**src/rtl/mips_control_fsm_if.sv**
```systemverilog
// Control bus between the multi-cycle sequencer (master) and the MIPS data_path (slave).
// Carries the latched instruction fields in, and the selects, strobes and status out.
interface mips_control_fsm_if #(
    parameter int CNT_W = 32
);
    logic [5:0]       opcode;
    logic [5:0]       funct;
    logic             zero;
    logic             ir_load;
    logic             regDest;
    logic             aluSrc;
    logic             memOrReg;
    logic [3:0]       alu_operation;
    logic             write_enable;
    logic             mem_write_en;
    logic             pc_write_en;
    logic [1:0]       pc_src;
    logic             halted;
    logic [CNT_W-1:0] retired;

    modport master (
        input  opcode, funct, zero,
        output ir_load, regDest, aluSrc, memOrReg, alu_operation,
               write_enable, mem_write_en, pc_write_en, pc_src, halted, retired
    );

    modport slave (
        output opcode, funct, zero,
        input  ir_load, regDest, aluSrc, memOrReg, alu_operation,
               write_enable, mem_write_en, pc_write_en, pc_src, halted, retired
    );
endinterface

```
**src/rtl/mips_control_fsm.sv**
```systemverilog
// Multi-cycle MIPS control sequencer: FETCH/DECODE/EXEC/MEM/WB with a HALT sink.
// Optional ILLEGAL_TRAP_EN: unsupported encodings halt the core instead of retiring as NOP.
module mips_control_fsm #(
    parameter int MEM_WAIT = 1,
    parameter int CNT_W    = 32
) (
    input  logic                 clk,
    input  logic                 rst_b,
    mips_control_fsm_if.master   bus
);
    localparam logic [2:0] S_FETCH  = 3'd0;
    localparam logic [2:0] S_DECODE = 3'd1;
    localparam logic [2:0] S_EXEC   = 3'd2;
    localparam logic [2:0] S_MEM    = 3'd3;
    localparam logic [2:0] S_WB     = 3'd4;
    localparam logic [2:0] S_HALT   = 3'd5;

    localparam logic [3:0] ALU_ADD = 4'd0;
    localparam logic [3:0] ALU_SUB = 4'd1;
    localparam logic [3:0] ALU_AND = 4'd2;
    localparam logic [3:0] ALU_OR  = 4'd3;
    localparam logic [3:0] ALU_XOR = 4'd4;
    localparam logic [3:0] ALU_NOR = 4'd5;
    localparam logic [3:0] ALU_SLT = 4'd6;

    logic [2:0]       state, state_nxt;
    logic [5:0]       op_q, fn_q;
    logic [3:0]       wait_cnt;
    logic [CNT_W-1:0] retired_q;

    logic       is_alu, is_imm, is_j, is_beq, is_bne, is_lw, is_sw, is_sys;
    logic [3:0] alu_op;
    logic       is_br, mem_last, taken, pc_we;

    always_comb begin
        is_alu = 1'b0;
        is_imm = 1'b0;
        is_j   = 1'b0;
        is_beq = 1'b0;
        is_bne = 1'b0;
        is_lw  = 1'b0;
        is_sw  = 1'b0;
        is_sys = 1'b0;
        alu_op = ALU_ADD;
        case (op_q)
            6'h00: begin
                case (fn_q)
                    6'h20, 6'h21: begin is_alu = 1'b1; alu_op = ALU_ADD; end
                    6'h22, 6'h23: begin is_alu = 1'b1; alu_op = ALU_SUB; end
                    6'h24:        begin is_alu = 1'b1; alu_op = ALU_AND; end
                    6'h25:        begin is_alu = 1'b1; alu_op = ALU_OR;  end
                    6'h26:        begin is_alu = 1'b1; alu_op = ALU_XOR; end
                    6'h27:        begin is_alu = 1'b1; alu_op = ALU_NOR; end
                    6'h2A:        begin is_alu = 1'b1; alu_op = ALU_SLT; end
                    6'h0C:        is_sys = 1'b1;
                    default:      ;
                endcase
            end
            6'h02:        is_j = 1'b1;
            6'h04:        begin is_beq = 1'b1; alu_op = ALU_SUB; end
            6'h05:        begin is_bne = 1'b1; alu_op = ALU_SUB; end
            6'h08, 6'h09: begin is_alu = 1'b1; is_imm = 1'b1; alu_op = ALU_ADD; end
            6'h0A:        begin is_alu = 1'b1; is_imm = 1'b1; alu_op = ALU_SLT; end
            6'h0C:        begin is_alu = 1'b1; is_imm = 1'b1; alu_op = ALU_AND; end
            6'h0D:        begin is_alu = 1'b1; is_imm = 1'b1; alu_op = ALU_OR;  end
            6'h0E:        begin is_alu = 1'b1; is_imm = 1'b1; alu_op = ALU_XOR; end
            6'h23:        is_lw = 1'b1;
            6'h2B:        is_sw = 1'b1;
            default:      ;
        endcase
    end

    assign is_br    = is_beq | is_bne;
    assign mem_last = (wait_cnt == 4'd0);
    assign taken    = (is_beq & bus.zero) | (is_bne & ~bus.zero);

    // The PC strobe marks every instruction's last cycle, so it also drives retirement.
    assign pc_we = rst_b & (((state == S_DECODE) & is_j) |
                            ((state == S_EXEC) & is_br) |
                            ((state == S_MEM) & is_sw & mem_last) |
                            (state == S_WB));

    always_comb begin
        state_nxt = state;
        case (state)
            S_FETCH: state_nxt = S_DECODE;
            S_DECODE: begin
                if (is_sys)
                    state_nxt = S_HALT;
`ifdef ILLEGAL_TRAP_EN
                else if (!(is_alu | is_j | is_br | is_lw | is_sw))
                    state_nxt = S_HALT;
`endif
                else if (is_j)
                    state_nxt = S_FETCH;
                else
                    state_nxt = S_EXEC;
            end
            S_EXEC: begin
                if (is_br)
                    state_nxt = S_FETCH;
                else if (is_lw | is_sw)
                    state_nxt = S_MEM;
                else
                    state_nxt = S_WB;
            end
            S_MEM: begin
                if (mem_last)
                    state_nxt = is_sw ? S_FETCH : S_WB;
            end
            S_WB:    state_nxt = S_FETCH;
            S_HALT:  state_nxt = S_HALT;
            default: state_nxt = S_FETCH;
        endcase
    end

    always_ff @(posedge clk or negedge rst_b) begin
        if (!rst_b) begin
            state     <= S_FETCH;
            op_q      <= 6'd0;
            fn_q      <= 6'd0;
            wait_cnt  <= 4'd0;
            retired_q <= '0;
        end else begin
            state <= state_nxt;
            if (state == S_FETCH) begin
                op_q <= bus.opcode;
                fn_q <= bus.funct;
            end
            // Reload on the way into MEM so every memory access waits the full count.
            if (state == S_EXEC)
                wait_cnt <= 4'(MEM_WAIT);
            else if ((state == S_MEM) && !mem_last)
                wait_cnt <= wait_cnt - 4'd1;
            if (pc_we)
                retired_q <= retired_q + CNT_W'(1);
        end
    end

    assign bus.ir_load       = rst_b & (state == S_FETCH);
    assign bus.regDest       = (op_q == 6'h00);
    assign bus.aluSrc        = is_imm | is_lw | is_sw;
    assign bus.memOrReg      = is_lw;
    assign bus.alu_operation = alu_op;
    assign bus.write_enable  = rst_b & (state == S_WB) & (is_alu | is_lw);
    assign bus.mem_write_en  = rst_b & (state == S_MEM) & is_sw & mem_last;
    assign bus.pc_write_en   = pc_we;
    assign bus.pc_src        = ((state == S_DECODE) & is_j) ? 2'd2 :
                               ((state == S_EXEC) & is_br & taken) ? 2'd1 : 2'd0;
    assign bus.halted        = (state == S_HALT);
    assign bus.retired       = retired_q;
endmodule
```
**src/flat_wrapper.sv**
```systemverilog
// flat-port wrapper written by rule: the top's interface ports become plain ports
module mips_control_fsm_flat 
#(
    parameter int MEM_WAIT = 1,
    parameter int CNT_W    = 32
)
  (clk, rst_b, bus_opcode, bus_funct, bus_zero, bus_ir_load, bus_regDest, bus_aluSrc, bus_memOrReg, bus_alu_operation, bus_write_enable, bus_mem_write_en, bus_pc_write_en, bus_pc_src, bus_halted, bus_retired);
  mips_control_fsm_if #(.CNT_W(CNT_W)) bus_i ();
  input  logic clk;
  input  logic rst_b;
  input wire logic [$bits(bus_i.opcode)-1:0] bus_opcode;
  input wire logic [$bits(bus_i.funct)-1:0] bus_funct;
  input wire logic [$bits(bus_i.zero)-1:0] bus_zero;
  output wire logic [$bits(bus_i.ir_load)-1:0] bus_ir_load;
  output wire logic [$bits(bus_i.regDest)-1:0] bus_regDest;
  output wire logic [$bits(bus_i.aluSrc)-1:0] bus_aluSrc;
  output wire logic [$bits(bus_i.memOrReg)-1:0] bus_memOrReg;
  output wire logic [$bits(bus_i.alu_operation)-1:0] bus_alu_operation;
  output wire logic [$bits(bus_i.write_enable)-1:0] bus_write_enable;
  output wire logic [$bits(bus_i.mem_write_en)-1:0] bus_mem_write_en;
  output wire logic [$bits(bus_i.pc_write_en)-1:0] bus_pc_write_en;
  output wire logic [$bits(bus_i.pc_src)-1:0] bus_pc_src;
  output wire logic [$bits(bus_i.halted)-1:0] bus_halted;
  output wire logic [$bits(bus_i.retired)-1:0] bus_retired;
  assign bus_i.opcode = bus_opcode;
  assign bus_i.funct = bus_funct;
  assign bus_i.zero = bus_zero;
  assign bus_ir_load = bus_i.ir_load;
  assign bus_regDest = bus_i.regDest;
  assign bus_aluSrc = bus_i.aluSrc;
  assign bus_memOrReg = bus_i.memOrReg;
  assign bus_alu_operation = bus_i.alu_operation;
  assign bus_write_enable = bus_i.write_enable;
  assign bus_mem_write_en = bus_i.mem_write_en;
  assign bus_pc_write_en = bus_i.pc_write_en;
  assign bus_pc_src = bus_i.pc_src;
  assign bus_halted = bus_i.halted;
  assign bus_retired = bus_i.retired;
  mips_control_fsm #(.MEM_WAIT(MEM_WAIT), .CNT_W(CNT_W)) u_core (.clk(clk), .rst_b(rst_b), .bus(bus_i));
endmodule
```
**config.mk**
```make
export PLATFORM = sky130hd
export DESIGN_NAME = mips_control_fsm_flat
export DESIGN_NICKNAME = d
export VERILOG_FILES = /design/src/rtl/mips_control_fsm_if.sv /design/src/rtl/mips_control_fsm.sv /design/src/flat_wrapper.sv
export SDC_FILE = /design/constraint.sdc
export NUM_CORES = 1
export LEC_CHECK = 0
export ABC_AREA = 1
export CAP_MARGIN = 25
export CORE_MARGIN = 2
export CORE_UTILIZATION = 45
export CTS_BUF_LIST = sky130_fd_sc_hd__clkbuf_8 sky130_fd_sc_hd__clkbuf_16
export DETAILED_ROUTE_END_ITERATION = 10
export MAX_ROUTING_LAYER = met4
export PLACE_DENSITY_LB_ADDON = 0.25
export SLEW_MARGIN = 30
export SYNTH_ARGS = -nofsm -noshare
export SYNTH_HDL_FRONTEND = slang
export SYNTH_SLANG_ARGS = --single-unit
```
**constraint.sdc**
```tcl
create_clock -name clk -period 3.8 [get_ports clk]
set_clock_uncertainty 0.05 [all_clocks]
set_input_delay 0.38 -clock clk [delete_from_list [all_inputs] [get_ports clk]]
set_output_delay 0.38 -clock clk [all_outputs]
set_load 0.03 [all_outputs]
```
# Yosys cells after proc, flatten, opt, wreduce, memory -nomap -nowiden
# Cells that the tools add are included.
[op_classes]
n_addsub = 2
n_eq_ne = 27
muxes = 23
bitwise_logic = 24
n_reduce_logical = 10
[ops]
columns = ["cell", "count"]
rows = [
  ["6-bit equality test (second input constant)", 11],
  ["6-bit by 4-bit equality test with 1-bit output (second input constant)", 7],
  ["32-bit by 1-bit adder with 32-bit output (second input constant)", 1],
  ["4-bit one-hot mux with 6 select lines", 1],
  ["3-bit one-hot mux with 6 select lines", 1],
  ["3-bit two-way mux", 5],
  ["3-bit one-hot mux with 5 select lines", 1],
  ["1-bit AND", 14],
  ["6-bit by 3-bit equality test with 1-bit output (second input constant)", 2],
  ["1-bit two-way mux", 10],
  ["1-bit bitwise OR", 9],
  ["9-bit OR reduction", 1],
  ["4-bit two-way mux", 2],
  ["3-bit by 2-bit equality test with 1-bit output (second input constant)", 2],
  ["3-bit equality test (second input constant)", 2],
  ["6-bit by 2-bit equality test with 1-bit output (second input constant)", 1],
  ["6-bit logical NOT", 1],
  ["6-bit OR reduction", 1],
  ["4-bit logical NOT", 1],
  ["2-bit two-way mux", 2],
  ["2-bit OR reduction", 2],
  ["4-bit by 1-bit subtractor with 4-bit output (second input constant)", 1],
  ["3-bit by 1-bit equality test with 1-bit output (second input constant)", 1],
  ["3-bit logical NOT", 1],
  ["6 further kinds", 6],
]
[totals]
ff_bits = 51
inputBits = 15
output_inout_bits = 46
elab_cells = 91

# Depth between registers and ports, before layout
# Gate-level depths: netlist (run 1).
[depth]
word_depth = 8
mapped_depth = 11
depth_no_buf = 10

# Worst setup path after synthesis (run 1)
# Ideal clock, no wire load.
[synth_path]
path_kind = "register to output"
from = "register u_core.op_q[4]"
to = "output bus_write_enable"
t_arrival_ns = 1.743
path_slack_ns = 1.627
stages_incl_launch_ff = 6
n_path_buf = 0
cell_sequence = "dfrtp_1 > nor2_1 > nand2_2 > nor3_1 > o21ai_0 > inv_1"
[synth_lines]
columns = ["element", "line_no", "text"]
rows = [
  ["from (decl)", "mips_control_fsm.sv:27", "logic [5:0] op_q, fn_q;"],
  ["from (signal assigned)", "mips_control_fsm.sv:127", "op_q <= bus.opcode;"],
  ["6-bit equality test", "mips_control_fsm.sv:45", "case (op_q)"],
  ["1-bit two-way mux", "mips_control_fsm.sv:45", ""],
  ["named net bus_memOrReg", "flat_wrapper.sv:17", "output wire logic [$bits(bus_i.memOrReg)-1:0] bus_memOrReg;"],
  ["1-bit bitwise OR", "mips_control_fsm.sv:145", "assign bus.write_enable = rst_b & (state == S_WB) & (is_alu | is_lw);"],
  ["1-bit AND", "mips_control_fsm.sv:145", ""],
  ["to (decl)", "flat_wrapper.sv:19", "output wire logic [$bits(bus_i.write_enable)-1:0] bus_write_enable;"],
]
# The timed path passes the listed nets, and every way through them passes these cells.

# Worst setup path after layout (run 1)
[layout_path]
from = "register u_core.state[1]"
to = "output bus_ir_load"
[layout_between]
elab_chain_len = 2
[layout_rtl]
columns = ["element", "line_no", "text"]
rows = [
  ["from (decl)", "mips_control_fsm.sv:26", "logic [2:0] state, state_nxt;"],
  ["from (signal assigned)", "mips_control_fsm.sv:125", "state <= state_nxt;"],
  ["3-bit logical NOT", "mips_control_fsm.sv:140", "assign bus.ir_load = rst_b & (state == S_FETCH);"],
  ["1-bit AND", "mips_control_fsm.sv:140", ""],
  ["to (decl)", "flat_wrapper.sv:14", "output wire logic [$bits(bus_i.ir_load)-1:0] bus_ir_load;"],
]
# No other way between the ends.

==> results of run 1 <==
[where the power goes]
group	leakage (nW)	switching (mW)	internal (mW)
Clock	0.0612	0.188	0.213
Combinational	1.18	0.467	0.246
Sequential	0.666	0.115	0.655
[layout make-up]
| class | count | area [sq um] |
|---|---|---|
| Clock inverter | 2 | 35.0 |
| Multi-Input combinational cell | 406 | 1890 |
| Inverter | 39 | 146 |
| Timing Repair Buffer | 61 | 601 |
| Fill cell | 684 | 3100 |
| Clock buffer | 6 | 82.6 |
| Tap cell | 99 | 124 |
| Sequential cell | 51 | 1280 |
[metal layers]
| metal | vias up | wire length [um] | GRT usage |
|---|---|---|---|
| met1 | 1511 | 3880 | 0.257 |
| met4 | 0 | 146 | 0.0615 |
| met2 | 69 | 4040 | 0.370 |
| met3 | 9 | 288 | 0.0250 |
| met5 | - | 0 | - |
| li1 | 1687 | - | - |
[state kept, by name, indices dropped and copies added (netlist names)]
signal,count
u_core.bus.retired,32
u_core.fn_q,6
u_core.op_q,6
u_core.state,3
u_core.wait_cnt,4
[final timing paths]
| path | end | cells after the start | slack [ns] |
|---|---|---|---|
| worst max-delay path | bus_ir_load | 4 | 1.08 |
| min in group clk | u_core.wait_cnt[3] | 1 | 0.43 |
| max in group asynchronous | u_core.bus.retired[31] | 2 | 3.08 |
| worst max register to register | u_core.bus.retired[30] | 10 | 1.81 |
| worst min register to register | u_core.wait_cnt[3] | 1 | 0.43 |
| worst min-delay path | u_core.bus.retired[10] | 2 | 0.15 |
[worst max-delay path, cell delays in order (launching register included)]
cell and delay [ns]:
dfrtp_1 0.41, nor2_1 0.14, nand2_1 0.45, nor2_1 0.28
clkdlybuf4s50_1 0.71
[kinds of logic after synthesis]
| group | share of synthesized area |
|---|---|
| muxes | 0.00665 |
| xor gates and xnor gates | 0.0285 |
| DFF | 0.377 |
| and+or+nand+nor | 0.457 |
| buffers and inverters | 0.0654 |
| AOI/OAI and AO/OA | 0.0565 |
| adders and majority gates | 0.00739 |
| other | 0.00111 |
[placed cells by master, fill, tap and decap left out, types with 2 or more instances in the layout]
| cell | instances |
|---|---|
| a21oi_1 | 12 |
| buf_4 | 2 |
| clkbuf_8 | 6 |
| clkdlybuf4s50_1 | 58 |
| dfrtp_1 | 51 |
| ha_1 | 2 |
| inv_1 | 32 |
| inv_2 | 7 |
| mux2_2 | 2 |
| nand2_1 | 220 |
| nand2_2 | 10 |
| nand2_4 | 3 |
| nand3_1 | 19 |
| nand3_2 | 2 |
| nand3b_1 | 13 |
| nand4_1 | 2 |
| nor2_1 | 72 |
| nor2_2 | 9 |
| nor2_4 | 4 |
| nor3_1 | 2 |
| o211ai_1 | 3 |
| o21ai_0 | 13 |
| xnor2_1 | 7 |
| xor2_1 | 4 |
[stage by stage]
| step | power [mW] | util |
|---|---|---|
| 2_1_floorplan | 1.30 | - |
| 3_3_place_gp | 1.49 | 0.556 |
| 3_5_place_dp | 1.50 | 0.556 |
| 4_1_cts | 1.90 | 0.573 |
| 5_1_grt | 2.02 | 0.573 |
| 6_report | 1.89 | 0.573 |
==> summary.txt, run 1 <==
====================================================================================
Top cell type by total area after synthesis                                  dfrtp_1
Post-layout nets                                                                 581
Worst-Margin Slew                                                           0.831 ns
Post-layout min period                                                       2.72 ns
Setup Viol. Count Final                                                            0
Prevailing post-synth register cell                                          dfrtp_1
Biggest area contributors in the synthesized netlist                    dfrtp_1 38%, nand2_1 24%, nor2_1 8.0%, inv_1 3.5%, nand3b_1 2.9%
Hold WS                                                                     0.148 ns
H-tree levels                                                                      2
Worst max-slew margin expressed relative to the limit                          0.444
Layout cell share with drive strength beyond 1                                0.0885
Fraction of synthesized cell area taken by the top area cell type              0.377
Worst Setup End Kind                                                      output pin
Net count after synthesis                                                        522
Leakage component of the power                                               1.91 nW
Detail-routed net length per standard cell                                   12.6 um
CTS Hold Bufs                                                                      0
Count of port buffers added during placement                                      59
TritonCTS clock tree                                                           built
Outcome                                                                 complete, no violations
HPWL Detailed                                                                6190 um
Antenna viol nets, final                                                           0
Number of placement rows                                                          31
Max Buffers Root-to-Sink                                                           2
Worst Setup Slack post-DPL                                                   1.41 ns
Sort of element at the start of the critical path                          flip-flop
Total overflow reported by the global router                                       0
Commonest cells in the synthesized netlist                              220 x nand2_1, 72 x nor2_1, 51 x dfrtp_1
Worst setup startpoint                                                  u_core.state[1]
Number of top-level pins                                                          61
Post-Route WL                                                                8360 um
Yosys warnings                                                                     0
Ant. Diodes                                                                        0
Remaining DRCs                                                                     0
Worst setup margin                                                           1.08 ns
Count of flip-flops with a built-in enable after synthesis                         0
Type of the worst min-delay path                                        primary input to asynchronous set/reset pin
Overall Global Routing Usage                                                   0.212
Starting utilization of the core area                                          0.467
F_max                                                                        367 MHz
Mapped cell area                                                        0.00339 sq mm
Number of clock buffers inserted by TritonCTS                                      5
First-pass iteration count of the detailed router                                  4
GP Congestion                                                                  0.861
Library cell with the highest instance count after synthesis                 nand2_1
Mean number of vias per cell                                                    4.93
Via count                                                                       3276
Die height                                                                   90.7 um
Unique masters post-synth                                                         33
Share of flip-flops with an asynchronous set or reset after synthesis           1.00
Post-CTS Setup Bufs                                                                0
Post-place instance area                                                0.00404 sq mm
Wire length of the first global-routing pass                                14000 um
Synthesized area divided by synthesized cell count                        6.70 sq um
Number of global-route vias before repair                                       3081
Number of standard cells after synthesis                                         505
Sink count of the clock tree                                                      51
Placeable core region                                                   0.00725 sq mm
Data arrival time at the worst-slack endpoint                                2.29 ns
Number of gates resized after cts                                                  0
Total instance count after detailed placement                                    656
Latest clock arrival within the worst-skew pair                              0.31 ns
Total power per unit cell area                                           454 mW/mm^2
Full die area                                                           0.00823 sq mm
RSZ-0062 raised after global routing                                              no
Synth Register Bits                                                               51
Required arrival time at the worst endpoint                                  3.37 ns
Area of all placed cells without fillers                                0.00415 sq mm
Tcrit/Tclk final                                                               0.716
Setup Total Neg Slack                                                           0 ns
Worst flop-to-flop path startpoint                                      u_core.bus.retired[0]
Peak supply drop                                                            0.273 mV
Max-Cap Viols                                                                      0
Fraction of the yosys area taken by sequential cells                           0.377
Initial antenna violation count                                                    0
Setup CP Type                                                           flip-flop to output pin
Synth-to-Final Area Change                                                     22.7%
Number of slew-limit violations in the final report                                0
CTS Root Cell                                                               clkbuf_8
Register clock-pin slew on the reported worst setup and hold paths           0.10 ns
Non-Filler Instances                                                             664
Pin count of the biggest net entering global routing                              53
Number of hold violations in the final report                                      0
Iter 0 DRT Violations                                                            156
Highest fanout seen on the critical path                                          24
Chip width                                                                   90.7 um
====================================================================================
(Power assumes the default switching activity.)
==> run 2, diff against run 1 <==
clock period = 2.7 ns   (was 3.8 ns; I/O delays follow)
==> run 2 against run 1 <==
  * Non-clock buffer count is 1 higher
  * Combinational power rose by 44%
  * Register-to-register slack got worse by 1.1 ns
  * First-iteration DRC count fell by 20%
  * Highest routed layer unchanged
  * Setup slack worse by 0.93 ns
  * Largest power group unchanged
  * Final area hardly changed
  * Cell count grew 0.15%
  * Clock-buffer cell count is 1 higher
  * Largest cell class unchanged
  * Flip-flop and latch count did not move
==> summary.txt, run 2 (same netlist as run 1, synthesis figures left out) <==
=================================================================================
Portion of total power attributed to sequential cells                       0.415
Placeable core region                                                0.00725 sq mm
Type of the worst min-delay path                                     primary input to asynchronous set/reset pin
Number of slew-limit violations in the final report                             0
Total instance count after detailed placement                                 657
Synth-to-Final Area Change                                                  22.5%
Register clock-pin slew on the reported worst setup and hold paths        0.10 ns
Overall Global Routing Usage                                                0.221
Tcrit/Tclk final                                                            0.944
CTS Hold Bufs                                                                   0
Post-layout nets                                                              582
Worst reg-to-reg setup slack                                              0.74 ns
Mean number of vias per cell                                                 4.98
Required arrival time at the worst endpoint                               2.38 ns
Peak supply drop                                                         0.475 mV
Sort of element at the start of the critical path                       flip-flop
Total power per unit cell area                                        631 mW/mm^2
F_max                                                                     392 MHz
Setup Viol. Count Final                                                         0
GP Congestion                                                               0.883
Post-place instance area                                             0.00404 sq mm
Full die area                                                        0.00823 sq mm
Chip width                                                                90.7 um
Number of placement rows                                                       31
Worst flop-to-flop path startpoint                                   u_core.bus.retired[0]
Post-Route WL                                                             8390 um
Capturing point of the worst reg2reg path                            u_core.bus.retired[30]
Number of flip-flops under the largest register name                           32
Total overflow reported by the global router                                    0
HPWL Detailed                                                             6210 um
Clock Power Share                                                           0.192
Count of port buffers added during placement                                   59
Starting utilization of the core area                                       0.467
Antenna viol nets, final                                                        0
Sink count of the clock tree                                                   51
Number of global-route vias before repair                                    3311
Post-layout min period                                                    2.55 ns
Total net switching power                                                 1.10 mW
Worst-Margin Slew                                                        0.836 ns
Number of clock buffers inserted by TritonCTS                                   5
Remaining DRCs                                                                  0
Latest clock arrival within the worst-skew pair                           0.31 ns
Top library cells by usage in the layout, fill and taps aside        220 x nand2_1, 72 x nor2_1, 57 x clkdlybuf4s50_1
Setup Total Neg Slack                                                        0 ns
Number of hold violations in the final report                                   0
RSZ-0062 raised after global routing                                           no
Internal power                                                            1.51 mW
Worst Setup End Kind                                                   output pin
Outcome                                                              complete, no violations
Data arrival time at the worst-slack endpoint                             2.23 ns
R2r worst-path depth                                                           10
Ant. Diodes                                                                     0
TritonCTS clock tree                                                        built
Leading cell type in the layout, fill and taps excluded                   nand2_1
Pin count of the biggest net entering global routing                           53
Worst max-slew margin expressed relative to the limit                       0.441
Initial antenna violation count                                                 0
Max Buffers Root-to-Sink                                                        2
Die height                                                                90.7 um
Logic gate share of total power                                             0.392
Non-Filler Instances                                                          665
Area of all placed cells without fillers                             0.00415 sq mm
Wire length of the first global-routing pass                             14700 um
Via count                                                                    3311
Leakage component of the power                                            1.92 nW
Iter 0 DRT Violations                                                         125
Max-Cap Viols                                                                   0
Post-CTS Setup Bufs                                                             0
Layout cell share with drive strength beyond 1                             0.0901
Power, Total                                                              2.62 mW
First-pass iteration count of the detailed router                               4
Detail-routed net length per standard cell                                12.6 um
Number of gates resized after cts                                               0
Setup CP Type                                                        flip-flop to output pin
H-tree levels                                                                   2
Number of top-level pins                                                       61
CTS Root Cell                                                            clkbuf_8
Highest fanout seen on the critical path                                        7
Net switching fraction of the power                                         0.422
=================================================================================
==> run 2: power groups by stage <==
stage / Combinational [mW] / Sequential, mW / Clock [mW]
floorplan: 0.721 / 1.11 / 0
global placement: 1.02 / 1.09 / 0
detailed placement: 1.03 / 1.10 / 0
CTS: 1.03 / 1.08 / 0.521
global route: 1.16 / 1.12 / 0.546
finish: 1.03 / 1.09 / 0.503
==> run 2: cell type report <==
cell class	instances	area (sq um)
inverters	39	146
clock buffers	7	96.3
clock inverters	1	7.51
fillers	708	3100
repair buffers	62	611
multi-input cells	406	1890
flip-flops and latches	51	1280
well taps	99	124
==> run 2: worst max-delay path by stage <==
stage / from / endpoint / slack, ns / depth (start not counted)
after floorplan: u_core.op_q[4] / bus_write_enable / 0.64 / 5
after detailed placement: u_core.op_q[3] / bus_write_enable / 0.50 / 8
after global placement: u_core.op_q[3] / bus_write_enable / 0.50 / 8
after CTS: u_core.op_q[3] / bus_write_enable / 0.12 / 8
final: u_core.op_q[3] / bus_alu_operation[0] / 0.15 / 6
after global routing: u_core.fn_q[5] / bus_alu_operation[1] / 0.02 / 7
==> run 2: per-stage QoR <==
step | utilization | setup slack (ns) | hold slack, ns
3_5_place_dp | 0.557 | 0.495 | 0.415
4_1_cts | 0.572 | 0.124 | 0.111
5_1_grt | 0.572 | 0.0241 | 0.149
3_3_place_gp | 0.557 | 0.496 | 0.398
6_report | 0.572 | 0.152 | 0.0892
2_1_floorplan | - | 0.637 | -0.0756
==> run 2: critical path, cell delays in order (launching register included) <==
cell             delay, ns
dfrtp_1               0.45
nor2_1                0.23
nand3_1               0.15
nor2_4                0.17
nand3_1               0.10
o211ai_1              0.11
clkdlybuf4s50_1       0.70
==> run 2: routing by layer <==
layer	up-vias	wire, um	track usage
met5	-	0	-
met4	0	234	0.0872
met3	19	374	0.0334
met2	92	4110	0.382
met1	1514	3670	0.258
li1	1686	-	-
==> run 3, diff against run 2 <==
CORE_ASPECT_RATIO = 0.8   (was unset)
PLACE_DENSITY = 0.7   (was unset)
PLACE_DENSITY_LB_ADDON = unset   (was 0.25)
==> run 3 against run 2 <==
  * Non-clock buffer count up 1
  * Worst hold slack worse by 0.049 ns
  * Power up 3.7%
  * First-iteration DRC count up 100%
  * Combinational power about the same
  * Final area up 0.30%
  * Sequential power about the same
  * Die area about the same
  * Utilization down 0.64 points
  * Routed wire length up 5.1%
  * Clock power up 12%
==> summary.txt, run 3 (same netlist as run 1, synthesis figures left out) <==
=================================================================================
Outcome                                                              complete, no violations
Tcrit/Tclk final                                                            0.947
Number of hold violations in the final report                                   0
RSZ-0062 raised after global routing                                           no
Type of the worst min-delay path                                     primary input to asynchronous set/reset pin
Setup Viol. Count Final                                                         0
Placeable core region                                                0.00736 sq mm
Number of flip-flops under the largest register name                           32
Starting utilization of the core area                                       0.460
First-pass iteration count of the detailed router                               5
Sink count of the clock tree                                                   51
Max Buffers Root-to-Sink                                                        2
Die height                                                                81.6 um
Peak supply drop                                                         0.410 mV
Register clock-pin slew on the reported worst setup and hold paths        0.09 ns
HPWL Detailed                                                             6650 um
Post-CTS Setup Bufs                                                             0
Initial antenna violation count                                                 0
Layout cell share with drive strength beyond 1                             0.0952
Cell class contributing the biggest share of worst-path delay        simple AND/OR/NAND/NOR gates
Pin count of the biggest net entering global routing                           53
Iter 0 DRT Violations                                                         251
Sort of element at the start of the critical path                       flip-flop
Count of port buffers added during placement                                   59
Chip width                                                                 101 um
Count of buffer and inverter cells on the critical path                         1
Number of global-route vias before repair                                    3072
Critical path's largest stage delay                                       0.68 ns
Post-Route WL                                                             8810 um
Post-layout nets                                                              583
Number of top-level pins                                                       61
Antenna viol nets, final                                                        0
Worst-Margin Slew                                                        0.699 ns
Total power per unit cell area                                        652 mW/mm^2
Worst reg-to-reg setup slack                                              0.69 ns
Max-Cap Viols                                                                   0
Top library cells by usage in the layout, fill and taps aside        220 x nand2_1, 70 x nor2_1, 58 x clkdlybuf4s50_1
Worst max-slew margin expressed relative to the limit                       0.534
Via count                                                                    3296
Number of placement rows                                                       28
Worst flop-to-flop path startpoint                                   u_core.bus.retired[0]
GP Congestion                                                               0.921
Remaining DRCs                                                                  0
Wire length of the first global-routing pass                             14500 um
Leading cell type in the layout, fill and taps excluded                   nand2_1
Total overflow reported by the global router                                    0
Ant. Diodes                                                                     0
Highest fanout seen on the critical path                                        2
Detail-routed net length per standard cell                                13.4 um
Leakage component of the power                                            1.92 nW
Worst setup startpoint                                               u_core.op_q[4]
Crit path max-delay cell type                                        clkdlybuf4s50_1
Synth-to-Final Area Change                                                  22.9%
Data arrival time at the worst-slack endpoint                             2.24 ns
Overall Global Routing Usage                                                0.231
TritonCTS clock tree                                                        built
Setup CP Type                                                        flip-flop to output pin
F_max                                                                     391 MHz
CTS Root Cell                                                            clkbuf_8
Number of gates resized after cts                                               0
Full die area                                                        0.00824 sq mm
Number of slew-limit violations in the final report                             0
Critical Path, Cell by Cell                                          nor2_1 -> nand2_2 -> nor2_4 -> nand2_2 -> nand2_4 -> nor2_4 -> nor2_8 -> clkdlybuf4s50_1
Worst setup margin                                                       0.144 ns
Setup Total Neg Slack                                                        0 ns
Post-layout min period                                                    2.56 ns
Number of clock buffers inserted by TritonCTS                                   5
Worst Setup End Kind                                                   output pin
CTS Hold Bufs                                                                   0
Latest clock arrival within the worst-skew pair                           0.31 ns
Mean number of vias per cell                                                 5.02
Required arrival time at the worst endpoint                               2.38 ns
Worst Setup Slack post-DPL                                               0.469 ns
H-tree levels                                                                   2
# fillers                                                                     704
=================================================================================
run 3: path summary, 6_finish.rpt:
path / to / depth (start not counted)
max: bus_pc_write_en / 8
min: u_core.fn_q[2] / 2
max reg2reg: u_core.bus.retired[30] / 10
min reg2reg: u_core.wait_cnt[3] / 1
max in group asynchronous: u_core.op_q[3] / 2
min in group clk: u_core.wait_cnt[3] / 1
run 3: report_power, final:
part / internal [mW] / switching, mW / total (mW)
clock: 0.300 / 0.265 / 0.565
sequential: 0.922 / 0.176 / 1.10
combinational: 0.363 / 0.688 / 1.05
total: 1.59 / 1.13 / 2.71
run 3: cell type report:
| cell class | count | area [sq um] | share of cell area |
|---|---|---|---|
| clock buffers | 6 | 82.6 | 0.0198 |
| flip-flops and latches | 51 | 1280 | 0.307 |
| inverters | 39 | 146 | 0.0352 |
| multi-input cells | 406 | 1890 | 0.455 |
| well taps | 90 | 113 | 0.0271 |
| clock inverters | 2 | 35.0 | 0.00842 |
| repair buffers | 63 | 616 | 0.148 |
run 3: routing by layer:
metal,global-route usage,wire length [um]
met3,0.0315,324
met5,-,0
met2,0.348,3760
met1,0.336,4660
met4,0.0446,68
run 3: per-stage QoR:
step	power [mW]	hold WS [ns]	util	instance area [sq um]	instances
3_5_place_dp	2.15	0.404	0.549	4040	649
4_1_cts	2.72	0.0775	0.565	4160	657
5_1_grt	2.89	0.0978	0.566	4160	657
6_report	2.71	0.0405	0.566	4160	657
2_1_floorplan	1.83	-0.0756	-	3390	505
3_3_place_gp	2.12	0.403	0.549	4040	649
